<file path="src/rtl/stepper_pkg.sv">
// stepper_pkg: channel states and coil phase tables; STEPPER_HALF_STEP_EN selects the 8-phase half-step table
package stepper_pkg;
  typedef enum logic [1:0] {IDLE, RUN, PAUSED} ch_state_e;
`ifdef STEPPER_HALF_STEP_EN
  localparam int NPH = 8;
  localparam logic [NPH*4-1:0] PHASE_TABLE = {4'b1001, 4'b0001, 4'b0011, 4'b0010, 4'b0110, 4'b0100, 4'b1100, 4'b1000};
`else
  localparam int NPH = 4;
  localparam logic [NPH*4-1:0] PHASE_TABLE = {4'b1001, 4'b0011, 4'b0110, 4'b1100};
`endif
  localparam int PH_W = $clog2(NPH);
  function automatic logic [3:0] coil_pattern(input logic [PH_W-1:0] idx);
    return PHASE_TABLE[idx*4 +: 4];
  endfunction
endpackage

</file>
<file path="src/rtl/stepper_seq_ctrl_if.sv">
// stepper_seq_ctrl_if: command, control and coil/status bundle of the stepper sequencer
interface stepper_seq_ctrl_if #(
  parameter int NUM_CH = 2,
  parameter int PER_W  = 8,
  parameter int STEP_W = 16
);
  logic                     pause_i;
  logic [NUM_CH-1:0]        abort_i;
  logic [NUM_CH-1:0]        cmd_valid_i;
  logic [NUM_CH-1:0]        cmd_ready_o;
  logic [NUM_CH*STEP_W-1:0] cmd_steps_i;
  logic [NUM_CH-1:0]        cmd_dir_i;
  logic [NUM_CH*PER_W-1:0]  cmd_period_i;
  logic [NUM_CH*4-1:0]      coil_o;
  logic [NUM_CH-1:0]        busy_o;
  logic [NUM_CH-1:0]        done_o;
  modport master (
    output pause_i, abort_i, cmd_valid_i, cmd_steps_i, cmd_dir_i, cmd_period_i,
    input  cmd_ready_o, coil_o, busy_o, done_o
  );
  modport slave (
    input  pause_i, abort_i, cmd_valid_i, cmd_steps_i, cmd_dir_i, cmd_period_i,
    output cmd_ready_o, coil_o, busy_o, done_o
  );
endinterface

</file>
<file path="src/rtl/stepper_channel.sv">
// stepper_channel: one motor channel FSM with period counter, remaining steps and persistent phase index
module stepper_channel
  import stepper_pkg::*;
#(
  parameter int PER_W     = 8,
  parameter int STEP_W    = 16,
  parameter int IDLE_HOLD = 0
) (
  input  logic              clk,
  input  logic              rst,
  input  logic              tick,
  input  logic              pause,
  input  logic              abort,
  input  logic              cmd_valid,
  input  logic [STEP_W-1:0] cmd_steps,
  input  logic              cmd_dir,
  input  logic [PER_W-1:0]  cmd_period,
  output logic              cmd_ready,
  output logic [3:0]        coil,
  output logic              busy,
  output logic              done
);
  ch_state_e state, state_nx;
  logic [STEP_W-1:0] rem;
  logic [PER_W-1:0] per, cnt;
  logic [PH_W-1:0] phase;
  logic dir, moved, accept, run_tick, step, last;
  always_comb begin
    cmd_ready = state == IDLE && !abort;
    accept = cmd_valid && cmd_ready;
    run_tick = state != IDLE && !abort && !pause && tick;
    step = run_tick && cnt + PER_W'(1) == per;
    last = step && rem == STEP_W'(1);
    busy = state != IDLE;
    coil = busy || (IDLE_HOLD != 0 && moved) ? coil_pattern(phase) : 4'b0000;
    state_nx = state == IDLE ? (accept && |cmd_steps ? RUN : IDLE)
             : abort || last ? IDLE : pause ? PAUSED : RUN;
  end
  always_ff @(posedge clk or posedge rst)
    if (rst) state <= IDLE;
    else state <= state_nx;
  always_ff @(posedge clk or posedge rst) begin
    if (rst) begin
      rem <= '0;
      per <= '0;
      cnt <= '0;
      phase <= '0;
      dir <= 1'b0;
      moved <= 1'b0;
      done <= 1'b0;
    end else begin
      done <= (accept && cmd_steps == '0) || last;
      if (accept && |cmd_steps) moved <= 1'b1;
      if (accept) begin
        rem <= cmd_steps;
        dir <= cmd_dir;
        per <= cmd_period == '0 ? PER_W'(1) : cmd_period;
        cnt <= '0;
      end else if (step) begin
        rem <= rem - STEP_W'(1);
        cnt <= '0;
        phase <= dir ? phase + PH_W'(1) : phase - PH_W'(1);
      end else if (run_tick) begin
        cnt <= cnt + PER_W'(1);
      end
    end
  end
endmodule

</file>
<file path="src/rtl/stepper_seq_ctrl.sv">
// stepper_seq_ctrl: multi-channel stepper sequencer sharing one tick prescaler and pause; STEPPER_HALF_STEP_EN selects half-step
module stepper_seq_ctrl #(
  parameter int NUM_CH    = 2,
  parameter int TICK_DIV  = 50000,
  parameter int PER_W     = 8,
  parameter int STEP_W    = 16,
  parameter int IDLE_HOLD = 0
) (
  input logic              clk,
  input logic              rst,
  stepper_seq_ctrl_if.slave bus
);
  localparam int DW = $clog2(TICK_DIV);
  logic [DW-1:0] pre;
  logic tick;
  assign tick = pre == DW'(TICK_DIV - 1);
  always_ff @(posedge clk or posedge rst)
    if (rst) pre <= '0;
    else pre <= tick ? '0 : pre + DW'(1);
  for (genvar c = 0; c < NUM_CH; c++) begin : g_ch
    stepper_channel #(.PER_W(PER_W), .STEP_W(STEP_W), .IDLE_HOLD(IDLE_HOLD)) u_ch (
      .clk        (clk),
      .rst        (rst),
      .tick       (tick),
      .pause      (bus.pause_i),
      .abort      (bus.abort_i[c]),
      .cmd_valid  (bus.cmd_valid_i[c]),
      .cmd_steps  (bus.cmd_steps_i[c*STEP_W +: STEP_W]),
      .cmd_dir    (bus.cmd_dir_i[c]),
      .cmd_period (bus.cmd_period_i[c*PER_W +: PER_W]),
      .cmd_ready  (bus.cmd_ready_o[c]),
      .coil       (bus.coil_o[c*4 +: 4]),
      .busy       (bus.busy_o[c]),
      .done       (bus.done_o[c])
    );
  end
endmodule

</file>
<file path="src/flat_wrapper.sv">
// flat-port wrapper written by rule: the top's interface ports become plain ports
module stepper_seq_ctrl_flat 
#(
  parameter int NUM_CH    = 2,
  parameter int TICK_DIV  = 50000,
  parameter int PER_W     = 8,
  parameter int STEP_W    = 16,
  parameter int IDLE_HOLD = 0
)
  (clk, rst, bus_pause_i, bus_abort_i, bus_cmd_valid_i, bus_cmd_steps_i, bus_cmd_dir_i, bus_cmd_period_i, bus_cmd_ready_o, bus_coil_o, bus_busy_o, bus_done_o);
  stepper_seq_ctrl_if #(.NUM_CH(NUM_CH), .PER_W(PER_W), .STEP_W(STEP_W)) bus_i ();
  input logic clk;
  input logic rst;
  input wire logic [$bits(bus_i.pause_i)-1:0] bus_pause_i;
  input wire logic [$bits(bus_i.abort_i)-1:0] bus_abort_i;
  input wire logic [$bits(bus_i.cmd_valid_i)-1:0] bus_cmd_valid_i;
  input wire logic [$bits(bus_i.cmd_steps_i)-1:0] bus_cmd_steps_i;
  input wire logic [$bits(bus_i.cmd_dir_i)-1:0] bus_cmd_dir_i;
  input wire logic [$bits(bus_i.cmd_period_i)-1:0] bus_cmd_period_i;
  output wire logic [$bits(bus_i.cmd_ready_o)-1:0] bus_cmd_ready_o;
  output wire logic [$bits(bus_i.coil_o)-1:0] bus_coil_o;
  output wire logic [$bits(bus_i.busy_o)-1:0] bus_busy_o;
  output wire logic [$bits(bus_i.done_o)-1:0] bus_done_o;
  assign bus_i.pause_i = bus_pause_i;
  assign bus_i.abort_i = bus_abort_i;
  assign bus_i.cmd_valid_i = bus_cmd_valid_i;
  assign bus_i.cmd_steps_i = bus_cmd_steps_i;
  assign bus_i.cmd_dir_i = bus_cmd_dir_i;
  assign bus_i.cmd_period_i = bus_cmd_period_i;
  assign bus_cmd_ready_o = bus_i.cmd_ready_o;
  assign bus_coil_o = bus_i.coil_o;
  assign bus_busy_o = bus_i.busy_o;
  assign bus_done_o = bus_i.done_o;
  stepper_seq_ctrl #(.NUM_CH(NUM_CH), .TICK_DIV(TICK_DIV), .PER_W(PER_W), .STEP_W(STEP_W), .IDLE_HOLD(IDLE_HOLD)) u_core (.clk(clk), .rst(rst), .bus(bus_i));
endmodule
</file>
<file path="config.mk">
export PLATFORM = sky130hd
export DESIGN_NAME = stepper_seq_ctrl_flat
export DESIGN_NICKNAME = d
export VERILOG_FILES = /design/src/rtl/stepper_pkg.sv /design/src/rtl/stepper_seq_ctrl_if.sv /design/src/rtl/stepper_channel.sv /design/src/rtl/stepper_seq_ctrl.sv /design/src/flat_wrapper.sv
export SDC_FILE = /design/constraint.sdc
export NUM_CORES = 1
export LEC_CHECK = 0
export CAP_MARGIN = 20
export CORE_MARGIN = 2
export CORE_UTILIZATION = 60
export DETAILED_ROUTE_END_ITERATION = 8
export PLACE_DENSITY = 0.86
export SLEW_MARGIN = 20
export SYNTH_ARGS = -nofsm -noshare
export SYNTH_HDL_FRONTEND = slang
export SYNTH_SLANG_ARGS = --single-unit
export TNS_END_PERCENT = 100
</file>
<file path="constraint.sdc">
create_clock -name clk -period 5 [get_ports clk]
set_clock_uncertainty 0.2 [all_clocks]
set_input_delay 0.5 -clock clk [delete_from_list [all_inputs] [get_ports clk]]
set_output_delay 0.5 -clock clk [all_outputs]
set_load 0.05 [all_outputs]
</file>
==> results of run 1 <==
## synthesized netlist by cell type, drive strengths merged (2+ instances only)
cell type / n
nand2: 119
dfrtp: 92
nor2: 58
o21ai: 41
xnor2: 29
a21oi: 25
nor3: 24
nand3: 23
clkbuf: 21
inv: 20
nor4: 17
xor2: 15
o211ai: 13
nand4: 11
buf: 10
or3: 10
ha: 7
nor2b: 7
or4: 7
a22oi: 5
and2: 5
nand2b: 5
or2: 5
a32oi: 4
and3: 4
nor3b: 4
a21boi: 3
and4: 3
o21a: 3
o221ai: 3
o311ai: 3
a221o: 2
a31oi: 2
mux2i: 2
nand4b: 2
o2111ai: 2
or4b: 2
## worst paths after layout
path | startpoint | end | slack [ns]
hold reg to reg | u_core.pre[0]$_DFF_PP0_ | u_core.pre[0]$_DFF_PP0_ | 0.28
min in group asynchronous | rst | u_core.pre[15]$_DFF_PP0_ | 0.40
setup / recovery | u_core.pre[5]$_DFF_PP0_ | u_core.g_ch[1].u_ch.rem[9]$_DFFE_PP0P_ | 1.32
setup reg to reg | u_core.pre[5]$_DFF_PP0_ | u_core.g_ch[1].u_ch.rem[9]$_DFFE_PP0P_ | 1.32
max in group asynchronous | rst | u_core.pre[4]$_DFF_PP0_ | 3.27
hold / removal | u_core.pre[0]$_DFF_PP0_ | u_core.pre[0]$_DFF_PP0_ | 0.28
## per-layer routing
metal / GRT usage / wire, µm
met2: 0.473 / 6430
met3: 0.0308 / 655
met5: 0 / 0
met1: 0.349 / 5410
met4: 0.0919 / 255
## power groups by stage
stage	clock [W]	sequential [W]	combinational (W)
6_report	0.000530	0.000903	0.000390
5_1_grt	0.000555	0.000914	0.000437
4_1_cts	0.000529	0.000901	0.000389
3_5_place_dp	0	0.000916	0.000386
3_3_place_gp	0	0.000910	0.000371
2_1_floorplan	0	0.000894	0.000268
## final cells by class
type                    instances  area share
clock buffers                  10      0.0222
inverters                      20      0.0125
well taps                     108      0.0218
flip-flops and latches         92       0.371
multi-input cells             479       0.443
clock inverters                 6      0.0113
repair buffers                 75       0.119
## metrics by stage
step | hold WS, ns | area, µm² | setup WS (ns)
final | 0.278 | 6210 | 1.32
after global routing | 0.299 | 6210 | 0.990
after CTS | 0.281 | 6210 | 1.30
after detailed placement | 0.256 | 6000 | 1.32
after global placement | 0.245 | 6000 | 1.47
after floorplan | 0.233 | 5280 | 1.74
## registers in the layout, indices dropped and copies added, names as in the netlist
signal and cells:
u_core.pre 16, u_core.g_ch.u_ch.done 2, u_core.g_ch.u_ch.state 4, u_core.g_ch.u_ch.per 16
u_core.g_ch.u_ch.phase 4, u_core.g_ch.u_ch.dir 2, u_core.g_ch.u_ch.cnt 16, u_core.g_ch.u_ch.rem 32
## critical path, cell delays in order, from the launching register on
cell and delay [ns]:
dfrtp_1 0.43, or4b_4 0.57, nor4_4 0.59, nand2_4 0.12, or4_4 0.56, nor2_1 0.76, nand2_1 0.19, o221ai_1 0.20
## cell families (layout without fill, tap and decap cells)
logic type                 after synthesis  in the layout  share of synthesized area
muxes                                    2              2                    0.00379
and+or+nand+nor                        309            309                      0.286
buffers and inverters                   51            111                     0.0438
DFF                                     92             92                      0.436
xor gates and xnor gates                44             44                     0.0730
AOI/OAI and AO/OA                      117            117                      0.141
adders and majority gates                7              7                     0.0166
==> summary.md, run 1 <==
| Metric | Value |
|---|---|
| Initial core utilization | `0.612` |
| Final ANT Viol Nets | `0` |
| EDFF count, synth | `0` |
| Sequential area share after synthesis | `0.436` |
| Horiz. Die Dim | `97.8 µm` |
| Maximum vdd drop | `between 0.15 and 0.2 mV` |
| Hold_buf cts | `0` |
| Synth Instances | `roughly 620` |
| Final core utilization | `0.719` |
| Number of global-route vias before repair | `approximately 4,800` |
| Maximum achievable frequency | `about 270 MHz` |
| Postcts setup bufs | `0` |
| Minimum clock period | `approximately 3.7 ns` |
| Die Ht | `97.8 µm` |
| CP Capture Type | `register` |
| Top Ports | `slightly above 70` |
| Critical path peak fanout | `15` |
| Seq pwr share | `0.496` |
| Post-CTS sizing | `0` |
| H-tree depth | `3` |
| Largest net degree at the start of global routing | `between 50 and 60` |
| Fillcell total | `between 600 and 700` |
| Net Switching | `0.000583 W` |
| Count of final hold-check violations | `0` |
| Total Power | `0.00182 W` |
| Final wirelength | `between 10,000 and 15,000 µm` |
| Yosys top cell by area | `dfrtp_1` |
| Power per standard cell area | `294 mW/mm²` |
| Unique masters post-synth | `65` |
| Async SR Flop Fraction | `1.00` |
| Synthesized Nets | `roughly 690` |
| Post-Syn Area | `about 0.0053 mm²` |
| DR vias/cell | `a little over 6` |
| Multi-input gate area | `between 0.002 and 0.003 mm²` |
| Area Growth Syn to Fin | `17.6%` |
| Worst-Margin Slew | `~0.98 ns` |
| Leading cell types in the layout, fill and taps excluded | `nand2_1, dfrtp_1, clkdlybuf4s50_1, nor2_1, o21ai_0` |
| Clock-pin slew on the worst setup and hold paths | `roughly 0.10 ns` |
| Main synth FF type | `dfrtp_1` |
| Hold Path Class | `register to register` |
| Status | `complete, no violations` |
| First-pass GRT wire length | `around 22,000 µm` |
| Register area | `roughly 0.0023 mm²` |
| Yosys warnings | `0` |
| Placed cells | `between 700 and 800` |
| Sw Ratio | `0.320` |
| DR WL/cell | `roughly 16 µm` |
| Cells on worst reg2reg path | `7` |
| DRT iter0 DRCs | `between 200 and 300` |
| WS Path Type | `register to register` |
| CTS Buf Count | `9` |
| Final Cycle Share | `0.736` |
| Int Pwr | `between 0.001 and 0.0015 W` |
| Initial antenna violation count | `0` |
| Congestion Overflow GR | `0` |
| Root buffer cell | `clkbuf_8` |
| Ant. Diodes | `0` |
| CTS tree | `built` |
| Max Root-Sink Buffers | `2` |
| Layout Cells excl Fill | `790` |
| Via count | `about 4,800` |
| RePlAce Congestion | `about 0.90` |
| Setup-failing EPs final | `0` |
| Final setup TNS | `0 ns` |
| Total die area | `between 0.009 and 0.01 mm²` |
| WP data arrival | `around 3.8 ns` |
| Top-area cell type share of the netlist area | `0.436` |
| # rows | `34` |
| Relative slew slack | `0.346` |
| Fin. max-slew vios | `0` |
| Max-cap violations | `0` |
| Hpwl dp | `about 9300 µm` |
| Clock power share | `0.291` |
| Lkg Pwr | `2.60 nW` |
| Setup crit start kind | `register` |
| Synth top area cells | `dfrtp_1, nand2_1, xnor2_1, nor2_1, o21ai_0` |
| Combinational Power Share | `0.214` |
| Final nets | `741` |
| Yosys reg bits | `between 90 and 100` |
| Clock insertion delay at the later pin of the skew report | `between 0.3 and 0.4 ns` |
| Commonest non-fill, non-tap cell in the layout | `nand2_1` |
| Share of cells above drive strength 1 | `0.0557` |
| PortBufs | `70` |
| Hold Path Cell Cnt | `1` |
| Total GRT Usage | `0.270` |
| CTS Sinks | `between 90 and 100` |
| RSZ-0062 raised after global routing | `false` |
| Syn avg cell area | `approximately 8.5 µm²` |
| Core area | `0.00864 mm²` |
| Drc violations | `0` |
| Worst Path Required | `about 5.1 ns` |
| Router iterations before antenna repair | `5` |
No activity file was read; power rests on OpenSTA's default activity.
==> run 2: changes to the inputs <==
CORE_UTILIZATION = 56   (was 60)
PLACE_DENSITY = 0.81   (was 0.86)
clock period = 3.77 ns   (was 5 ns; I/O delays follow)
==> run 2 against run 1 <==
Sequential power is 32% higher. Flip-flop and latch count stayed put. Count of clock-buffer cells in the layout is 2 higher. Largest cell class unchanged. Highest routed layer unchanged. Total power is 30% higher. Global-route usage is 0.56 points lower. Wire length is 1.0% higher.
==> summary.md, run 2 (synthesis results as in run 1) <==
| Metric | Value |
|---|---|
| R2R setup slack | `0.32 ns (-1.00 ns)` |
| Router iterations before antenna repair | `5 (unchanged)` |
| DR WL/cell | `16.1 µm (about the same)` |
| Initial core utilization | `0.574 (-0.0373)` |
| Setup crit start kind | `register` |
| Core area | `0.00920 mm² (+6.5%)` |
| Reg-to-Reg Start | `u_core.g_ch[0].u_ch.cnt[0]$_DFFE_PP0P_` |
| Largest Register | `u_core.g_ch.u_ch.rem` |
| RSZ-0062 raised after global routing | `false` |
| Root buffer cell | `clkbuf_8` |
| Fillcell total | `745 (+13%)` |
| Count of final hold-check violations | `0 (unchanged)` |
| CP max stage cell | `dfrtp_1` |
| # rows | `35 (+2.9%)` |
| Max-cap violations | `0 (unchanged)` |
| Worst-path cell chain | `ha_1, nand3_1, xnor2_1, a2111oi_0, o2111ai_1, or2_2, or4_1, o211ai_1` |
| Cells on worst reg2reg path | `8 (+1)` |
| Hold_buf cts | `0 (unchanged)` |
| Final setup TNS | `0 ns (unchanged)` |
| Area Growth Syn to Fin | `18.4%` |
| Critical path peak fanout | `10 (-5)` |
| Crit path buf inv count | `0 (unchanged)` |
| Leading cell types in the layout, fill and taps excluded | `nand2_1, dfrtp_1, clkdlybuf4s50_1, nor2_1, o21ai_0` |
| Total GRT Usage | `0.264 (-0.00555)` |
| Final non-filler cell area | `0.00625 mm² (+0.69%)` |
| Maximum vdd drop | `0.188 mV (-4.2%)` |
| Lkg Pwr | `2.62 nW (+1.0%)` |
| Critical path destination | `u_core.g_ch[0].u_ch.rem[12]$_DFFE_PP0P_` |
| Worst Path Required | `3.86 ns (-1.23 ns)` |
| Delay of the slowest cell on the worst path | `0.51 ns (-0.25 ns)` |
| CP Capture Type | `register` |
| Final ANT Viol Nets | `0 (unchanged)` |
| Max Root-Sink Buffers | `2 (unchanged)` |
| Number of global-route vias before repair | `4,649 (-2.5%)` |
| CTS tree | `built` |
| Clock-pin slew on the worst setup and hold paths | `0.10 ns (about the same)` |
| Ant. Diodes | `0 (unchanged)` |
| Minimum clock period | `3.45 ns (-0.234 ns)` |
| PortBufs | `70 (unchanged)` |
| Setup crit start | `u_core.g_ch[0].u_ch.cnt[0]$_DFFE_PP0P_` |
| Status | `complete, no violations` |
| Fin. max-slew vios | `0 (unchanged)` |
| Relative slew slack | `0.397 (+0.0512)` |
| CTS Sinks | `92 (unchanged)` |
| Postcts setup bufs | `0 (unchanged)` |
| Post-DP Area | `0.00605 mm² (+0.90%)` |
| Drc violations | `0 (unchanged)` |
| DRT iter0 DRCs | `318 (+20%)` |
| Share of cells above drive strength 1 | `0.0626 (+0.00687)` |
| H-tree depth | `3 (unchanged)` |
| DR vias/cell | `6.08 (-0.33%)` |
| Top Ports | `71 (unchanged)` |
| Maximum achievable frequency | `290 MHz (+6.8%)` |
| Final Cycle Share | `0.914 (+0.178)` |
| R2R Path End | `u_core.g_ch[0].u_ch.rem[12]$_DFFE_PP0P_` |
| Final nets | `746 (+0.67%)` |
| Crit path depth | `8 (+1)` |
| Largest net degree at the start of global routing | `57 (-3.4%)` |
| Horiz. Die Dim | `101 µm (+3.4%)` |
| Total die area | `0.0102 mm² (+6.8%)` |
| Clock insertion delay at the later pin of the skew report | `0.37 ns (about the same)` |
| Worst-Margin Slew | `0.905 ns (-0.0732 ns)` |
| Max reg flops | `32 (unchanged)` |
| Setup-failing EPs final | `0 (unchanged)` |
| Via count | `4,855 (+0.68%)` |
| Congestion Overflow GR | `0 (unchanged)` |
| CP top delay family | `simple AND/OR/NAND/NOR gates` |
| Initial antenna violation count | `0 (unchanged)` |
| Power per standard cell area | `380 mW/mm² (+29%)` |
| Post-CTS sizing | `0 (unchanged)` |
| First-pass GRT wire length | `21,500 µm (-0.86%)` |
| WS Path Type | `register to register` |
| Final wirelength | `12,900 µm (+1.0%)` |
| Hold Path Class | `input pin to asynchronous set/reset pin` |
| Commonest non-fill, non-tap cell in the layout | `nand2_1` |
| CTS Buf Count | `9 (unchanged)` |
| WHS | `0.275 ns (-0.00276 ns)` |
| Hpwl dp | `9300 µm (-0.10%)` |
| Die Ht | `101 µm (+3.4%)` |
| WP data arrival | `3.53 ns (-0.24 ns)` |
| RePlAce Congestion | `0.973 (+8.0%)` |
## run 2: final cells by class
type,count,area [µm²],share of cell area
clock buffers,12,165,0.0264
clock inverters,4,31.3,0.00500
inverters,20,77.6,0.0124
multi-input cells,479,2750,0.440
flip-flops and latches,92,2300,0.368
well taps,111,139,0.0222
repair buffers,80,788,0.126
## run 2: worst min-delay path by stage
stage	from	end	slack [ns]	cells after the start
after CTS	u_core.pre[0]$_DFF_PP0_	u_core.pre[0]$_DFF_PP0_	0.27	1
final	rst	u_core.g_ch[1].u_ch.dir$_DFFE_PP0P_	0.28	2
after floorplan	u_core.pre[0]$_DFF_PP0_	u_core.pre[0]$_DFF_PP0_	0.23	1
after global placement	u_core.pre[0]$_DFF_PP0_	u_core.pre[0]$_DFF_PP0_	0.24	1
after detailed placement	u_core.pre[0]$_DFF_PP0_	u_core.pre[0]$_DFF_PP0_	0.26	1
after global routing	u_core.pre[0]$_DFF_PP0_	u_core.pre[0]$_DFF_PP0_	0.31	1
## run 2: metal layers
metal / share of wire / track usage / wire length [µm]
met1: 0.44 / 0.354 / 5610
met2: 0.48 / 0.434 / 6230
met3: 0.065 / 0.0444 / 837
met4: 0.015 / 0.0967 / 197
met5: 0 / 0 / 0
## run 2: through the flow
step / power (W) / cells / util / worst slack [ns]
global placement: 0.00171 / 782 / 0.658 / 0.513
floorplan: 0.00154 / 622 / - / 0.507
global route: 0.00251 / 798 / 0.680 / 0.163
detailed placement: 0.00173 / 782 / 0.658 / 0.424
finish: 0.00238 / 798 / 0.680 / 0.325
CTS: 0.00238 / 798 / 0.680 / 0.390
## run 2: report_power, final
part	total, W	internal [W]	switching, W
Combinational	0.000526	0.000220	0.000306
Sequential	0.00119	0.00110	0.0000959
Clock	0.000654	0.000296	0.000358
Total	0.00238	0.00162	0.000760
## run 2: worst reg2reg max path: stages, from the launching register on
cell       delay (ns)
dfrtp_1          0.51
ha_1             0.43
nand3_1          0.19
xnor2_1          0.17
a2111oi_0        0.49
o2111ai_1        0.42
or2_2            0.45
or4_1            0.41
o211ai_1         0.10
